==> src/rtl/div.sv <==
// Iterative restoring divider for the ALU DIV/UDIV instructions.
// One quotient bit per cycle. Fixed latency of BW+2 cycles from the accepted
// start strobe to the single-cycle o_valid pulse. A zero divisor skips the
// iterations and reports o_err one cycle after the strobe.
module div #(
  parameter int BW   = 32,
  parameter int LGBW = 5
) (
  input  logic          i_clk,
  input  logic          i_reset,
  input  logic          i_wr,
  input  logic          i_signed,
  input  logic [BW-1:0] i_numerator,
  input  logic [BW-1:0] i_denominator,
  output logic          o_busy,
  output logic          o_valid,
  output logic          o_err,
  output logic [BW-1:0] o_quotient
);

  // RUN covers the BW shift-subtract steps; FIX is the extra cycle that
  // applies the sign correction and retires the result.
  typedef enum logic [1:0] {
    S_IDLE = 2'd0,
    S_RUN  = 2'd1,
    S_FIX  = 2'd2
  } state_t;

  state_t          state, state_nxt;
  logic [LGBW-1:0] cnt;
  logic [BW:0]     rem;
  logic [BW-1:0]   dvs;
  logic [BW-1:0]   num;
  logic [BW-1:0]   quo;
  logic            neg;

  logic            accept;
  logic            dz;
  logic            n_neg, d_neg;
  logic [BW-1:0]   n_mag, d_mag;
  logic [BW:0]     rem_sh;
  logic [BW:0]     rem_sub;
  logic            ge;

  // A new strobe is taken only when idle; a strobe during a busy cycle is dropped.
  assign accept = i_wr && (state == S_IDLE);
  assign dz     = (i_denominator == '0);
  assign o_busy = (state != S_IDLE);

  // Operand magnitudes. The most negative value maps onto itself, which is the
  // correct unsigned magnitude 2^(BW-1).
  assign n_neg = i_signed && i_numerator[BW-1];
  assign d_neg = i_signed && i_denominator[BW-1];
  assign n_mag = n_neg ? (BW'(0) - i_numerator)   : i_numerator;
  assign d_mag = d_neg ? (BW'(0) - i_denominator) : i_denominator;

  // Shift the next numerator bit into the partial remainder, then trial-subtract.
  assign rem_sh  = {rem[BW-1:0], num[BW-1]};
  assign ge      = (rem_sh >= {1'b0, dvs});
  assign rem_sub = rem_sh - {1'b0, dvs};

  // State register.
  always_ff @(posedge i_clk) begin
    if (i_reset) state <= S_IDLE;
    else         state <= state_nxt;
  end

  // Next-state logic: a zero divisor never leaves IDLE.
  always_comb begin
    state_nxt = state;
    case (state)
      S_IDLE:  if (accept && !dz) state_nxt = S_RUN;
      S_RUN:   if (cnt == '0)     state_nxt = S_FIX;
      S_FIX:   state_nxt = S_IDLE;
      default: state_nxt = S_IDLE;
    endcase
  end

  // Datapath: operand load, iteration and result retirement.
  always_ff @(posedge i_clk) begin
    if (i_reset) begin
      cnt        <= '0;
      rem        <= '0;
      dvs        <= '0;
      num        <= '0;
      quo        <= '0;
      neg        <= 1'b0;
      o_valid    <= 1'b0;
      o_err      <= 1'b0;
      o_quotient <= '0;
    end else begin
      o_valid <= 1'b0;
      case (state)
        S_IDLE: begin
          if (accept) begin
            // Previous result and error are retired by any accepted strobe.
            o_quotient <= '0;
            o_err      <= dz;
            o_valid    <= dz;
            cnt        <= LGBW'(BW - 1);
            rem        <= '0;
            quo        <= '0;
            num        <= n_mag;
            dvs        <= d_mag;
            neg        <= n_neg ^ d_neg;
          end
        end
        S_RUN: begin
          num <= {num[BW-2:0], 1'b0};
          quo <= {quo[BW-2:0], ge};
          rem <= ge ? rem_sub : rem_sh;
          cnt <= cnt - 1'b1;
        end
        S_FIX: begin
          o_quotient <= neg ? (BW'(0) - quo) : quo;
          o_valid    <= 1'b1;
        end
        default: ;
      endcase
    end
  end

endmodule

==> config.mk <==
export PLATFORM = sky130hd
export DESIGN_NAME = div
export DESIGN_NICKNAME = d
export VERILOG_FILES = /design/src/rtl/div.sv
export SDC_FILE = /design/constraint.sdc
export NUM_CORES = 1
export LEC_CHECK = 0
export ABC_AREA = 1
export BUFFER_PORTS_ARGS = -buffer_cell sky130_fd_sc_hd__buf_2
export CAP_MARGIN = 30
export CORE_MARGIN = 3
export CORE_UTILIZATION = 40
export CTS_CLUSTER_SIZE = 16
export DETAILED_ROUTE_END_ITERATION = 16
export HOLD_SLACK_MARGIN = 0.08
export PLACE_DENSITY_LB_ADDON = 0.05
export SYNTH_ARGS = -nofsm -noshare
export SYNTH_HDL_FRONTEND = slang
export SYNTH_SLANG_ARGS = --single-unit
export TNS_END_PERCENT = 1
==> constraint.sdc <==
create_clock -name i_clk -period 5.27 [get_ports i_clk]
set_clock_uncertainty 0.1 [all_clocks]
set_input_delay 0.2635 -clock i_clk [delete_from_list [all_inputs] [get_ports i_clk]]
set_output_delay 0.2635 -clock i_clk [all_outputs]
set_load 0.02 [all_outputs]
==> reports/summary.md <==
The headroom to the max-slew limit is 0.355, and the worst-skew pair later-pin latency is 0.45 ns. Remaining global-route overflow: 0. The power density over the cells works out to 296 mW/mm^2. The logs give 3970 uW for the total chip power and 0.112 ns for the worst-case hold slack. Data on the critical path arrives at its endpoint at 3.18 ns. Summing over every cut layer, the via total after detailed routing is 12,300. Category of the worst setup path launch point: a register.

The origin of the worst min-delay path was i_denominator[14]. The relative area change from synthesis to final layout was 13.3%. The first detailed-routing pass took 5 iterations. The proportion of layout cells with a drive suffix above 1 works out to 0.0959. The global-route wire length before repair came out at 58.9 mm. The sort of element at the end of the critical path is a register.

The startpoint identified for the worst register-to-register timing path is dvs[20]. The clock net in this run drives a total of 170 sinks. The number of gates resized after CTS was 0. For the pin with the worst max-slew slack, the measured transition is 0.962 ns. Dividing the detail-routed via count by the number of cells gives 5.15. The critical path goes through inv_1 > ha_1 > nand2_1 > inv_2 > nand2_1 > nand2_1 > a21oi_2 > nor2_4 > nor2_8 > nand2_4 > nand2_1 > nand3_1 > a21oi_1.

The row count is 62. The total track usage is 0.232, and the area fraction in compound gates after synthesis is 0.158. The number of nets with antenna violations after routing came out at 0. The post-route cell area was 0.0134 sq mm.

The gate count of the mapped netlist is 1,924, and the final critical path time including I/O delays and setup is 2.91 ns. The multiplexer fraction of the synthesized cell area was 0; the synthesized netlist net count was 2,030. The detailed router's first-iteration violation count is 945.

The logs give 26.6 mm for the placed wire-length estimate and 0.287 for the sequential cell area fraction in the yosys report. TritonCTS built the clock tree. The final layout contains 2,105 nets. The number of levels in the clock H-tree was 4; the timing-limited maximum frequency was 344 MHz. Setup repair after global routing left no endpoint under its margin. The run gives 0 ns as the total negative slack for setup checks. For this run, the leading register cell type out of synthesis is sky130_fd_sc_hd__dfxtp_1. The xor/xnor cell area share of the yosys netlist was 0.0259. The placeable core area was 0.0289 sq mm; the post-synthesis adder-cell area fraction was 0.0408.

The type of the worst setup path was reg2reg. The area share of and/or/nand/nor cells after synthesis is 0.367. The run gives 0.929 as the final weighted congestion in routability-driven placement. The run gives 77 as the pin count of the biggest net entering global routing.

The flow ran to the end, and the final reports show no timing, DRC or antenna violations. The tools report the detailed-route DRC error count as 0. The routed length per placed instance is 15.2 microns, and the number of buffers inserted by post-CTS setup repair is 0. The horizontal die dimension came out at 178 microns.

The worst hold path belongs to the class in2reg. Setup violations remaining at the end of the flow were counted as 0. Among the stages of the critical path, the cell type that occurs most often is sky130_fd_sc_hd__nand2_1. The total placed instance area is 0.0126 sq mm. The die covers 0.0317 sq mm. The maximum fanout along the worst path came out at 33. The synthesized area per cell works out to 6.16 sq um. The number of pins with negative max-slew slack in the final report is 0.

The number of warnings issued by yosys is 0, and the period utilization is 0.552. The number of global-route vias before repair was 11,300; the clock-pin transition on the worst setup and hold timing paths was 0.07 ns. Counting the buffers created by CTS gives 17. The cell depth of the worst min-delay path was 4; the final hold violation count was 0. The proportion of register bits with asynchronous set or reset after synthesis was 0. The cell with the biggest individual delay on the critical path was sky130_fd_sc_hd__nor2_8.

The delay contributed by the slowest stage of the critical path was 0.51 ns. Dominant combinational cell family by area after synthesis: simple AND/OR/NAND/NOR gates. The floorplan step set the die height to 178 microns.

The start point of the critical path is dvs[20]. The tools report the library cell used as clock root buffer as sky130_fd_sc_hd__clkbuf_16. For the number of antenna violations at the first check in global routing, the log shows 0. For the worst setup path, the data required time is 5.54 ns.

Summed over all layers, the routed wires come to 36.4 mm. Synthesis inferred 170 register bits. Pin placement for this block handled 103 I/O pins. The initial core utilization was 0.409; the mapped cell area was 0.0118 sq mm. In this run the static leakage power is 0.00638 uW.

During placement, the flow inserted port buffers numbering 102. The tool flagged a number of max-cap violations equal to 0. The worst register-to-register path has a depth of 13. The clock passes through at most 2 buffers.

The number of library cell types mapped by synthesis came out at 47. Counting flops with a built-in enable in the synthesized netlist gives 0. For this design, the CTS-stage hold fixing added 22 buffers. Across the VDD grid, the largest voltage drop is 245 uV.
-- cells in the final DEF, fill, tap and decap left out, types with 5 or more instances in the layout --
master,n
sky130_fd_sc_hd__a21oi_1,154
sky130_fd_sc_hd__a22oi_1,19
sky130_fd_sc_hd__a31oi_1,15
sky130_fd_sc_hd__and2_1,7
sky130_fd_sc_hd__buf_2,101
sky130_fd_sc_hd__buf_4,9
sky130_fd_sc_hd__clkbuf_16,17
sky130_fd_sc_hd__clkinv_1,5
sky130_fd_sc_hd__clkinv_4,5
sky130_fd_sc_hd__dfxtp_1,170
sky130_fd_sc_hd__dlygate4sd3_1,22
sky130_fd_sc_hd__ha_1,37
sky130_fd_sc_hd__inv_1,278
sky130_fd_sc_hd__inv_2,10
sky130_fd_sc_hd__nand2_1,541
sky130_fd_sc_hd__nand2_2,7
sky130_fd_sc_hd__nand3_1,171
sky130_fd_sc_hd__nand3_2,5
sky130_fd_sc_hd__nand3b_1,33
sky130_fd_sc_hd__nand4_1,31
sky130_fd_sc_hd__nor2_1,146
sky130_fd_sc_hd__nor2_2,10
sky130_fd_sc_hd__nor3_1,16
sky130_fd_sc_hd__o211ai_1,15
sky130_fd_sc_hd__o21ai_0,62
sky130_fd_sc_hd__o21bai_1,8
sky130_fd_sc_hd__o22ai_1,15
sky130_fd_sc_hd__o32ai_1,15
sky130_fd_sc_hd__xnor2_1,18
sky130_fd_sc_hd__xor2_1,17
-- synthesized netlist by cell type, types with 17 or more instances --
cell | number | area share
sky130_fd_sc_hd__a22oi_1 | 19 | 0.012
sky130_fd_sc_hd__xnor2_1 | 18 | 0.013
sky130_fd_sc_hd__dfxtp_1 | 170 | 0.29
sky130_fd_sc_hd__nand3_1 | 171 | 0.072
sky130_fd_sc_hd__clkbuf_1 | 50 | 0.016
sky130_fd_sc_hd__nand3b_1 | 33 | 0.021
sky130_fd_sc_hd__nand2_1 | 541 | 0.17
sky130_fd_sc_hd__o21ai_0 | 62 | 0.026
sky130_fd_sc_hd__ha_1 | 37 | 0.039
sky130_fd_sc_hd__nand4_1 | 31 | 0.016
sky130_fd_sc_hd__xor2_1 | 17 | 0.013
sky130_fd_sc_hd__a21oi_1 | 154 | 0.065
sky130_fd_sc_hd__inv_1 | 279 | 0.088
sky130_fd_sc_hd__nor2_1 | 147 | 0.047
-- per-stage QoR --
stage          cells  setup slack [ns]  utilization
6_report        2397              2.36        0.464
3_3_place_gp    2341              2.27        0.434
2_1_floorplan   1924              3.29            -
3_5_place_dp    2342              2.41        0.435
4_1_cts         2396              2.39        0.464
5_1_grt         2396              2.15        0.464
-- final timing paths --
check / end / slack, ns
min: dvs[14] / 0.11
min reg2reg: o_quotient[14] / 0.36
max reg2reg: rem[18] / 2.36
max: rem[18] / 2.36
-- sequential cells by signal, indices dropped and copies added, names as in the netlist --
register    cells
num            32
o_quotient     32
dvs            32
o_err           1
quo            32
o_valid         1
state           2
cnt             5
neg             1
rem            32
-- power by group --
group	leakage, uW	internal, uW	total [uW]	switching, uW
logic	0.00470	409	1280	867
registers	0.00138	1360	1400	40.8
clock network	0.000295	706	1290	588
total	0.00638	2470	3970	1500
-- kinds of logic after synthesis --
group           Yosys count
simple gates            988
xor+xnor                 35
buf+inv                 370
compound gates          323
flops                   170
fa+ha+maj                38
-- metal layers --
| metal | up-vias | track usage | share of wire |
|---|---|---|---|
| met5 | - | 0 | 0 |
| met4 | 0 | 0.0596 | 0.014 |
| met3 | 34 | 0.0317 | 0.045 |
| met2 | 284 | 0.347 | 0.42 |
| met1 | 5625 | 0.347 | 0.52 |
| li1 | 6399 | - | - |
-- cell type report --
class / count / area [sq um]
Multi-Input combinational cell: 1384 / 7020
Fill cell: 3091 / 15500
Clock buffer: 21 / 470
Timing Repair Buffer: 133 / 821
Sequential cell: 170 / 3400
Clock inverter: 11 / 130
Inverter: 293 / 1100
Antenna cell: 1 / 2.50
Tap cell: 384 / 480
-- worst max-delay path: cells and delay by family (launching register included) --
family,cells,cell delay [ns]
DFF,1,0.36
and+or+nand+nor,8,1.51
buffers and inverters,2,0.11
adders and majority gates,1,0.36
AOI/OAI and AO/OA,2,0.36
Power figures use the tool's default switching activity.
